===== config.mk =====
export PLATFORM = sky130hd
export DESIGN_NAME = serial_adder
export DESIGN_NICKNAME = d
export VERILOG_FILES = /design/src/rtl/serial_adder_pkg.sv /design/src/rtl/serial_adder_fa_cell.sv /design/src/rtl/serial_adder.sv
export SDC_FILE = /design/constraint.sdc
export NUM_CORES = 1
export LEC_CHECK = 0
export BUFFER_PORTS_ARGS = -buffer_cell sky130_fd_sc_hd__clkbuf_2
export CORE_MARGIN = 2
export CORE_UTILIZATION = 55
export DETAILED_ROUTE_END_ITERATION = 8
export PLACE_DENSITY = 0.83
export REMOVE_ABC_BUFFERS = 1
export SETUP_SLACK_MARGIN = 0.2
export SYNTH_ARGS = -nofsm -noshare
export SYNTH_HDL_FRONTEND = slang
export SYNTH_SLANG_ARGS = --single-unit

===== constraint.sdc =====
create_clock -name clk -period 2.5 [get_ports clk]
set_input_delay 0.625 -clock clk [delete_from_list [all_inputs] [get_ports clk]]
set_output_delay 0.625 -clock clk [all_outputs]
set_load 0.05 [all_outputs]

===== src/rtl/serial_adder_pkg.sv =====
// Shared constants for the bit-serial adder: default operand width and FSM encoding.
package serial_adder_pkg;

    localparam int DEFAULT_WIDTH = 8;

    typedef enum logic [1:0] {
        ST_IDLE = 2'd0,
        ST_RUN  = 2'd1,
        ST_DONE = 2'd2
    } state_t;

endpackage


===== src/rtl/serial_adder_fa_cell.sv =====
// One-bit combinational full adder built from two half adders and an OR.
module fa_cell (
    input  logic i_a,
    input  logic i_b,
    input  logic i_c,
    output logic o_sum,
    output logic o_carry
);

    logic w_p;
    logic w_g_ab;
    logic w_g_pc;

    assign w_p     = i_a ^ i_b;
    assign w_g_ab  = i_a & i_b;
    assign o_sum   = w_p ^ i_c;
    assign w_g_pc  = w_p & i_c;
    assign o_carry = w_g_ab | w_g_pc;

endmodule


===== src/rtl/serial_adder.sv =====
// Bit-serial adder: one full-adder cell with a registered carry, LSB first,
// result presented as a parallel word plus carry-out after WIDTH cycles.
module serial_adder
    import serial_adder_pkg::*;
#(
    parameter int WIDTH = DEFAULT_WIDTH
) (
    input  logic             clk,
    input  logic             rst,
    input  logic             start,
    input  logic [WIDTH-1:0] a,
    input  logic [WIDTH-1:0] b,
    input  logic             cin,
    output logic             busy,
    output logic             done,
    output logic [WIDTH-1:0] sum,
    output logic             cout
);

    localparam int CW = $clog2(WIDTH);

    state_t           r_state;
    state_t           w_next_state;
    logic [CW-1:0]    r_cnt;
    logic [WIDTH-1:0] r_a_sh;
    logic [WIDTH-1:0] r_b_sh;
    logic [WIDTH-2:0] r_res_sh;
    logic             r_carry;
    logic [WIDTH-1:0] r_sum;
    logic             r_cout;

    logic             w_accept;
    logic             w_last;
    logic             w_fa_sum;
    logic             w_fa_carry;
    logic [WIDTH-1:0] w_res_next;

    fa_cell u_fa (
        .i_a     (r_a_sh[0]),
        .i_b     (r_b_sh[0]),
        .i_c     (r_carry),
        .o_sum   (w_fa_sum),
        .o_carry (w_fa_carry)
    );

    assign w_last     = (r_cnt == CW'(WIDTH - 1));
    // The earliest result bit is only needed on the final edge, so it is never stored.
    assign w_res_next = {w_fa_sum, r_res_sh};

    always_comb begin
        // NOTE: every output of a combinational block gets a default first, so no path infers a latch.
        w_next_state = r_state;
        w_accept     = 1'b0;
        case (r_state)
            ST_IDLE: begin
                if (start) begin
                    w_accept     = 1'b1;
                    w_next_state = ST_RUN;
                end
            end
            ST_RUN: begin
                if (w_last) begin
                    w_next_state = ST_DONE;
                end
            end
            ST_DONE: begin
                if (start) begin
                    w_accept     = 1'b1;
                    w_next_state = ST_RUN;
                end else begin
                    w_next_state = ST_IDLE;
                end
            end
            default: w_next_state = ST_IDLE;
        endcase
    end

    // NOTE: sequential state uses non-blocking assignments so every register samples pre-edge values.
    always_ff @(posedge clk) begin
        if (rst) begin
            r_state <= ST_IDLE;
        end else begin
            r_state <= w_next_state;
        end
    end

    always_ff @(posedge clk) begin
        if (rst) begin
            r_cnt    <= '0;
            r_a_sh   <= '0;
            r_b_sh   <= '0;
            r_res_sh <= '0;
            r_carry  <= 1'b0;
            r_sum    <= '0;
            r_cout   <= 1'b0;
        end else if (w_accept) begin
            r_cnt    <= '0;
            r_a_sh   <= a;
            r_b_sh   <= b;
            r_res_sh <= '0;
            r_carry  <= cin;
        end else if (r_state == ST_RUN) begin
            r_cnt    <= r_cnt + CW'(1);
            r_a_sh   <= {1'b0, r_a_sh[WIDTH-1:1]};
            r_b_sh   <= {1'b0, r_b_sh[WIDTH-1:1]};
            r_res_sh <= w_res_next[WIDTH-1:1];
            r_carry  <= w_fa_carry;
            if (w_last) begin
                r_sum  <= w_res_next;
                r_cout <= w_fa_carry;
            end
        end
    end

    assign busy = (r_state == ST_RUN);
    assign done = (r_state == ST_DONE);
    assign sum  = r_sum;
    assign cout = r_cout;

endmodule

==> summary.md, run 1 <==
| Metric | Value |
|---|---|
| DRC Markers | `0` |
| Skew-Pair Late Insertion Delay | `350 ps` |
| Reg clk slew, reported paths | `100 ps` |
| DRT Wirelength | `3025 um` |
| Hold-fix buffers, CTS | `0` |
| Clock Path Buffers | `2` |
| Yosys cell types | `25` |
| Post-CTS Resized | `0` |
| CP Max Fanout | `36` |
| Die Y | `56.53 um` |
| Critical path, cell by cell | `nand2b_1 -> inv_6 -> clkbuf_2` |
| I/O pin total | `31` |
| Total negative slack | `0 ps` |
| Hold Worst Slack | `460.6 ps` |
| CTS tree | `yes` |
| Pre-CTS setup slack | `786.4 ps` |
| Synth Area per Inst | `8.623 sq um` |
| Via count | `1311` |
| Area share of the largest cell type after synthesis | `50.12%` |
| Initial antenna violation count | `0` |
| Worst Setup End Kind | `output pin` |
| Worst Max-Slew Pin Slew | `439.3 ps` |
| Core Rows | `19` |
| Min Tclk post-route | `2110 ps` |
| Num CTS Buffers | `5` |
| Clock root buffer | `clkbuf_4` |
| Fin cells | `234` |
| First-pass GRT wire length | `5223 um` |
| Largest net degree at the start of global routing | `37` |
| Yosys reg bits | `38` |
| Leakage | `0.6510 nW` |
| Initial core utilization | `56.50%` |
| H-tree depth | `2` |
| Routed Antenna Nets | `0` |
| Hpwl dp | `2032 um` |
| Cell area power density | `643.7 mW/mm^2` |
| Post-Synthesis Cells | `176` |
| Setup Skew | `5.249 ps` |
| N_diodes | `0` |
| YS warnings | `0` |
| Share of cells above drive strength 1 | `20.69%` |
| Area leader, netlist | `dfxtp_1` |
| Crit start category | `flop` |
| GPL Wtd Cong | `0.7313` |
| Area contributors post-synth | `dfxtp_1, nand2_1, a21oi_1` |
| Mapped Area | `0.001518 sq mm` |
| Fin worst setup slack | `389.8 ps` |
| Hold Path Class | `reg2reg` |
| CP Data Arrival Time | `1490 ps` |
| Max-cap violations | `0` |
| Most frequent cells in the layout | `nand2_1, dfxtp_1, clkbuf_2` |
| Final Hold Viols | `0` |
| Buffers & Inverters on Critical Path | `2` |
| Fmax | `473.9 MHz` |
| Slowest CP cell | `dfxtp_1` |
| Worst vdd ir | `0.4526 mV` |
| Max-slew headroom | `70.71%` |
| Port bufs | `30` |
| Status | `finished, final reports clean` |
| Largest delay contributor family on the critical path | `buffers and inverters` |
| WL per Instance | `12.93 um` |
| Critical Path RT | `1880 ps` |
| DR pass1 iterations | `4` |
| Initial drt markers | `23` |
| Nets | `226` |
| Setup repair bufs after CTS | `0` |
| Placed cells | `227` |
| Grt total ovfl | `0` |
| # clock sinks | `38` |
| Synthesis-to-layout area growth | `10.96%` |
| Post-synthesis sequential area ratio | `50.12%` |
| Max incr delay on CP | `400 ps` |
| Final period util | `84.41%` |
| GRT Total Usage | `20.78%` |
| Via density per instance | `5.603` |
| Number of global-route vias before repair | `1259` |
| Final Power | `0.001084 W` |
| RSZ-0062 raised after global routing | `no` |
| Total core area | `0.002686 sq mm` |
| Die W | `56.53 um` |
| Final setup viols | `0` |
| Die footprint | `0.003196 sq mm` |
| WS Path Type | `reg2out` |
| Slew Limit Fails | `0` |
per-layer routing:
layer | global-route usage (%) | up-vias | share of wire (%)
met5 | 0 | - | 0
met4 | 10.54 | 0 | 3.5
met3 | 7.604 | 12 | 5.4
met2 | 34.55 | 34 | 48
met1 | 23.16 | 602 | 43
li1 | - | 663 | -
flip-flops by register name, indices dropped and copies added (netlist names):
name and count:
sum 8, cout 1, r_cnt 3, r_state 2, r_b_sh 8, r_res_sh 7, r_carry 1, r_a_sh 8
metrics by stage:
| stage | instance area (sq um) | utilization, % |
|---|---|---|
| after floorplan | 1420 | - |
| after global placement | 1639 | 61.02 |
| after CTS | 1684 | 62.69 |
| after global routing | 1684 | 62.69 |
| after detailed placement | 1639 | 61.02 |
| final | 1684 | 62.69 |
final timing paths:
check	startpoint	endpoint	slack (ps)	cells past startpoint
worst max-delay path	r_state[0]$_SDFFE_PP0P_	busy	390	3
worst min register to register	sum[2]$_SDFFE_PP0P_	sum[2]$_SDFFE_PP0P_	460	2
worst min-delay path	sum[2]$_SDFFE_PP0P_	sum[2]$_SDFFE_PP0P_	460	2
worst max register to register	r_cnt[0]$_SDFFE_PP0N_	sum[3]$_SDFFE_PP0P_	1010	6
cell usage after synthesis:
library cell   n
a311oi_1       4
o22ai_1        8
a22oi_1        2
dfxtp_1       38
buf_6          4
buf_2          3
a21oi_1       21
ha_1           2
buf_1          1
buf_4          3
nand3_1       12
inv_6          1
mux2i_1        1
nand3b_1       1
nand2b_1       2
xnor2_1        1
nor3_1        17
a311oi_2       1
fa_1           1
clkbuf_1       3
nor2_1         8
o21a_1         1
nor2b_1        2
nand2b_2       1
nand2_1       38
report_power, final:
group / leakage [nW] / switching [W] / internal, W / total (W)
Combinational: 0.315 / 0.0000848 / 0.0000529 / 0.000138
Clock: 0.0254 / 0.000188 / 0.000106 / 0.000294
Sequential: 0.310 / 0.0000182 / 0.000634 / 0.000652
Total: 0.651 / 0.000291 / 0.000793 / 0.00108
tightest hold or removal path, delay by kind of cell (launching register included):
| family | cells | cell delay (ps) |
|---|---|---|
| AOI/OAI and AO/OA | 1 | 50 |
| and+or+nand+nor | 1 | 50 |
| DFF | 1 | 320 |
area by class of cell:
type / instances / area (sq um)
inverters: 1 / 8.758
fillers: 253 / 1002
multi-input cells: 123 / 650.6
flip-flops and latches: 38 / 760.7
clock buffers: 7 / 45.04
well taps: 31 / 38.79
repair buffers: 34 / 180.2
cell families after synthesis:
| kind of cell | after synthesis | synth area share, % |
|---|---|---|
| simple gates | 81 | 23.66 |
| mux | 1 | 0.6595 |
| flops | 38 | 50.12 |
| buf+inv | 15 | 7.007 |
| fa+ha+maj | 3 | 2.968 |
| compound gates | 37 | 15.00 |
| xor+xnor | 1 | 0.5772 |
(Power assumes the default switching activity.)
==> inputs of run 2 (changes only) <==
CORE_UTILIZATION = 53   (was 55)
PLACE_DENSITY = 0.8   (was 0.83)
clock period = 2.2 ns   (was 2.5 ns; I/O delays follow)
==> summary.md, run 2 (synthesis gave the netlist of run 1 again) <==
| Metric | Value |
|---|---|
| Setup Skew | `4.512 ps` |
| Critical path, cell by cell | `nand2b_1 -> bufinv_16 -> clkbuf_8` |
| Max-cap violations | `0` |
| CP Max Fanout | `36` |
| Number of global-route vias before repair | `1233` |
| Initial drt markers | `14` |
| Worst Setup End Kind | `output pin` |
| CP Data Arrival Time | `1340 ps` |
| DRC Markers | `0` |
| Final period util | `86.04%` |
| Slew Limit Fails | `0` |
| Critical Path RT | `1650 ps` |
| H-tree depth | `2` |
| Initial antenna violation count | `0` |
| Comb pwr share | `12.4%` |
| Internal cell power | `0.001012 W` |
| Fillers | `233` |
| Most frequent cells in the layout | `nand2_1, dfxtp_1, clkbuf_2` |
| Die footprint | `0.003307 sq mm` |
| Max incr delay on CP | `330 ps` |
| GPL Wtd Cong | `0.7593` |
| Nets | `226` |
| Cell area power density | `773.2 mW/mm^2` |
| Clock root buffer | `clkbuf_4` |
| Commonest non-fill, non-tap cell in the layout | `nand2_1` |
| Buffers & Inverters on Critical Path | `2` |
| Final setup viols | `0` |
| Hpwl dp | `1991 um` |
| WS Path Type | `reg2out` |
| Fmax | `528.3 MHz` |
| Hold-fix buffers, CTS | `0` |
| Via density per instance | `5.515` |
| Sequential power share | `54.7%` |
| Die W | `57.51 um` |
| N_diodes | `0` |
| I/O pin total | `31` |
| Final Power | `0.001353 W` |
| Hold Path Class | `in2reg` |
| Largest delay contributor family on the critical path | `buffers and inverters` |
| DR pass1 iterations | `4` |
| Synthesis-to-layout area growth | `15.25%` |
| Clock Path Buffers | `2` |
| # clock sinks | `38` |
| Slowest CP cell | `dfxtp_1` |
| Max-slew headroom | `70.60%` |
| Initial core utilization | `55.51%` |
| Num CTS Buffers | `5` |
| Clock power share | `32.9%` |
| Grt total ovfl | `0` |
| Die Y | `57.51 um` |
| Crit start category | `flop` |
| CTS tree | `yes` |
| DRT Wirelength | `2959 um` |
| Skew-Pair Late Insertion Delay | `350 ps` |
| Min Tclk post-route | `1893 ps` |
| Core Rows | `19` |
| WL per Instance | `12.59 um` |
| Leakage | `0.6822 nW` |
| Share of cells above drive strength 1 | `22.55%` |
| Worst Max-Slew Pin Slew | `441.0 ps` |
| Final Hold Viols | `0` |
| Status | `finished, final reports clean` |
| P_sw | `0.0003408 W` |
| First-pass GRT wire length | `5237 um` |
| Largest net degree at the start of global routing | `37` |
| GRT Total Usage | `20.72%` |
| RSZ-0062 raised after global routing | `no` |
| Switch share | `25.20%` |
| Total negative slack | `0 ps` |
| Worst vdd ir | `0.5530 mV` |
| Routed Antenna Nets | `0` |
| Total core area | `0.002734 sq mm` |
| Via count | `1296` |
| Reg clk slew, reported paths | `110 ps` |
| Port bufs | `30` |
-- run 2: changes by cell type in the layout (fill, tap and decap cells not counted), sizes merged --
cell,previous run,this run
bufinv,0,1
clkbuf,37,38
inv,1,0
-- run 2: path summary, 6_finish.rpt --
kind	start	to	slack [ps]	cells after the start
max	r_state[1]$_SDFFE_PP0P_	busy	310	3
min reg2reg	sum[4]$_SDFFE_PP0P_	sum[4]$_SDFFE_PP0P_	460	2
min	a[7]	r_a_sh[7]$_SDFFE_PP0P_	420	3
max reg2reg	r_state[0]$_SDFFE_PP0P_	r_res_sh[5]$_SDFFE_PP0N_	810	3
-- run 2: per-stage QoR --
step / util (%) / cell area [sq um] / worst slack, ps / hold WS (ps) / instances
after floorplan: - / 1420 / 465.6 / 436.6 / 162
after global placement: 59.95 / 1639 / 602.5 / 442.8 / 227
final: 63.98 / 1749 / 307.1 / 422.4 / 235
after CTS: 63.48 / 1735 / 234.2 / 418.5 / 235
after global routing: 63.98 / 1749 / 238.0 / 429.9 / 235
after detailed placement: 59.95 / 1639 / 557.3 / 449.3 / 227
-- run 2: routing by layer --
layer / global-route usage [%] / share of wire (%) / vias up
li1: - / - / 660
met1: 24.24 / 43 / 598
met2: 34.74 / 49 / 31
met3: 5.215 / 4.9 / 7
met4: 10.96 / 2.3 / 0
met5: 0 / 0 / -
-- run 2: final cells by class --
cell class	count	area, sq um	area share [%]
multi-input combinational	123	650.6	37.20
tap	31	38.79	2.217
clock buffer	8	78.83	4.506
sequential	38	762.0	43.56
timing repair buffer	34	188.9	10.80
inverter	1	30.03	1.717
-- run 2: power groups by stage --
stage          Sequential, W  Combinational [W]  Clock (W)
4_1_cts             0.000740           0.000161   0.000456
6_report            0.000740           0.000168   0.000444
2_1_floorplan       0.000751           0.000101          0
3_5_place_dp        0.000755           0.000155          0
3_3_place_gp        0.000753           0.000148          0
5_1_grt             0.000744           0.000186   0.000483
-- run 2: tightest hold or removal path, cell delays in order --
cell	delay, ps
clkbuf_2	80
nand2_1	40
a21oi_1	60
-- run 2: timing repair --
item,in CTS,in global routing
cloned,0,0
endpoints found under the hold margin,0,0
endpoints found under the setup margin,1,1
gates resized for setup,3,2
buffers inserted,0,0
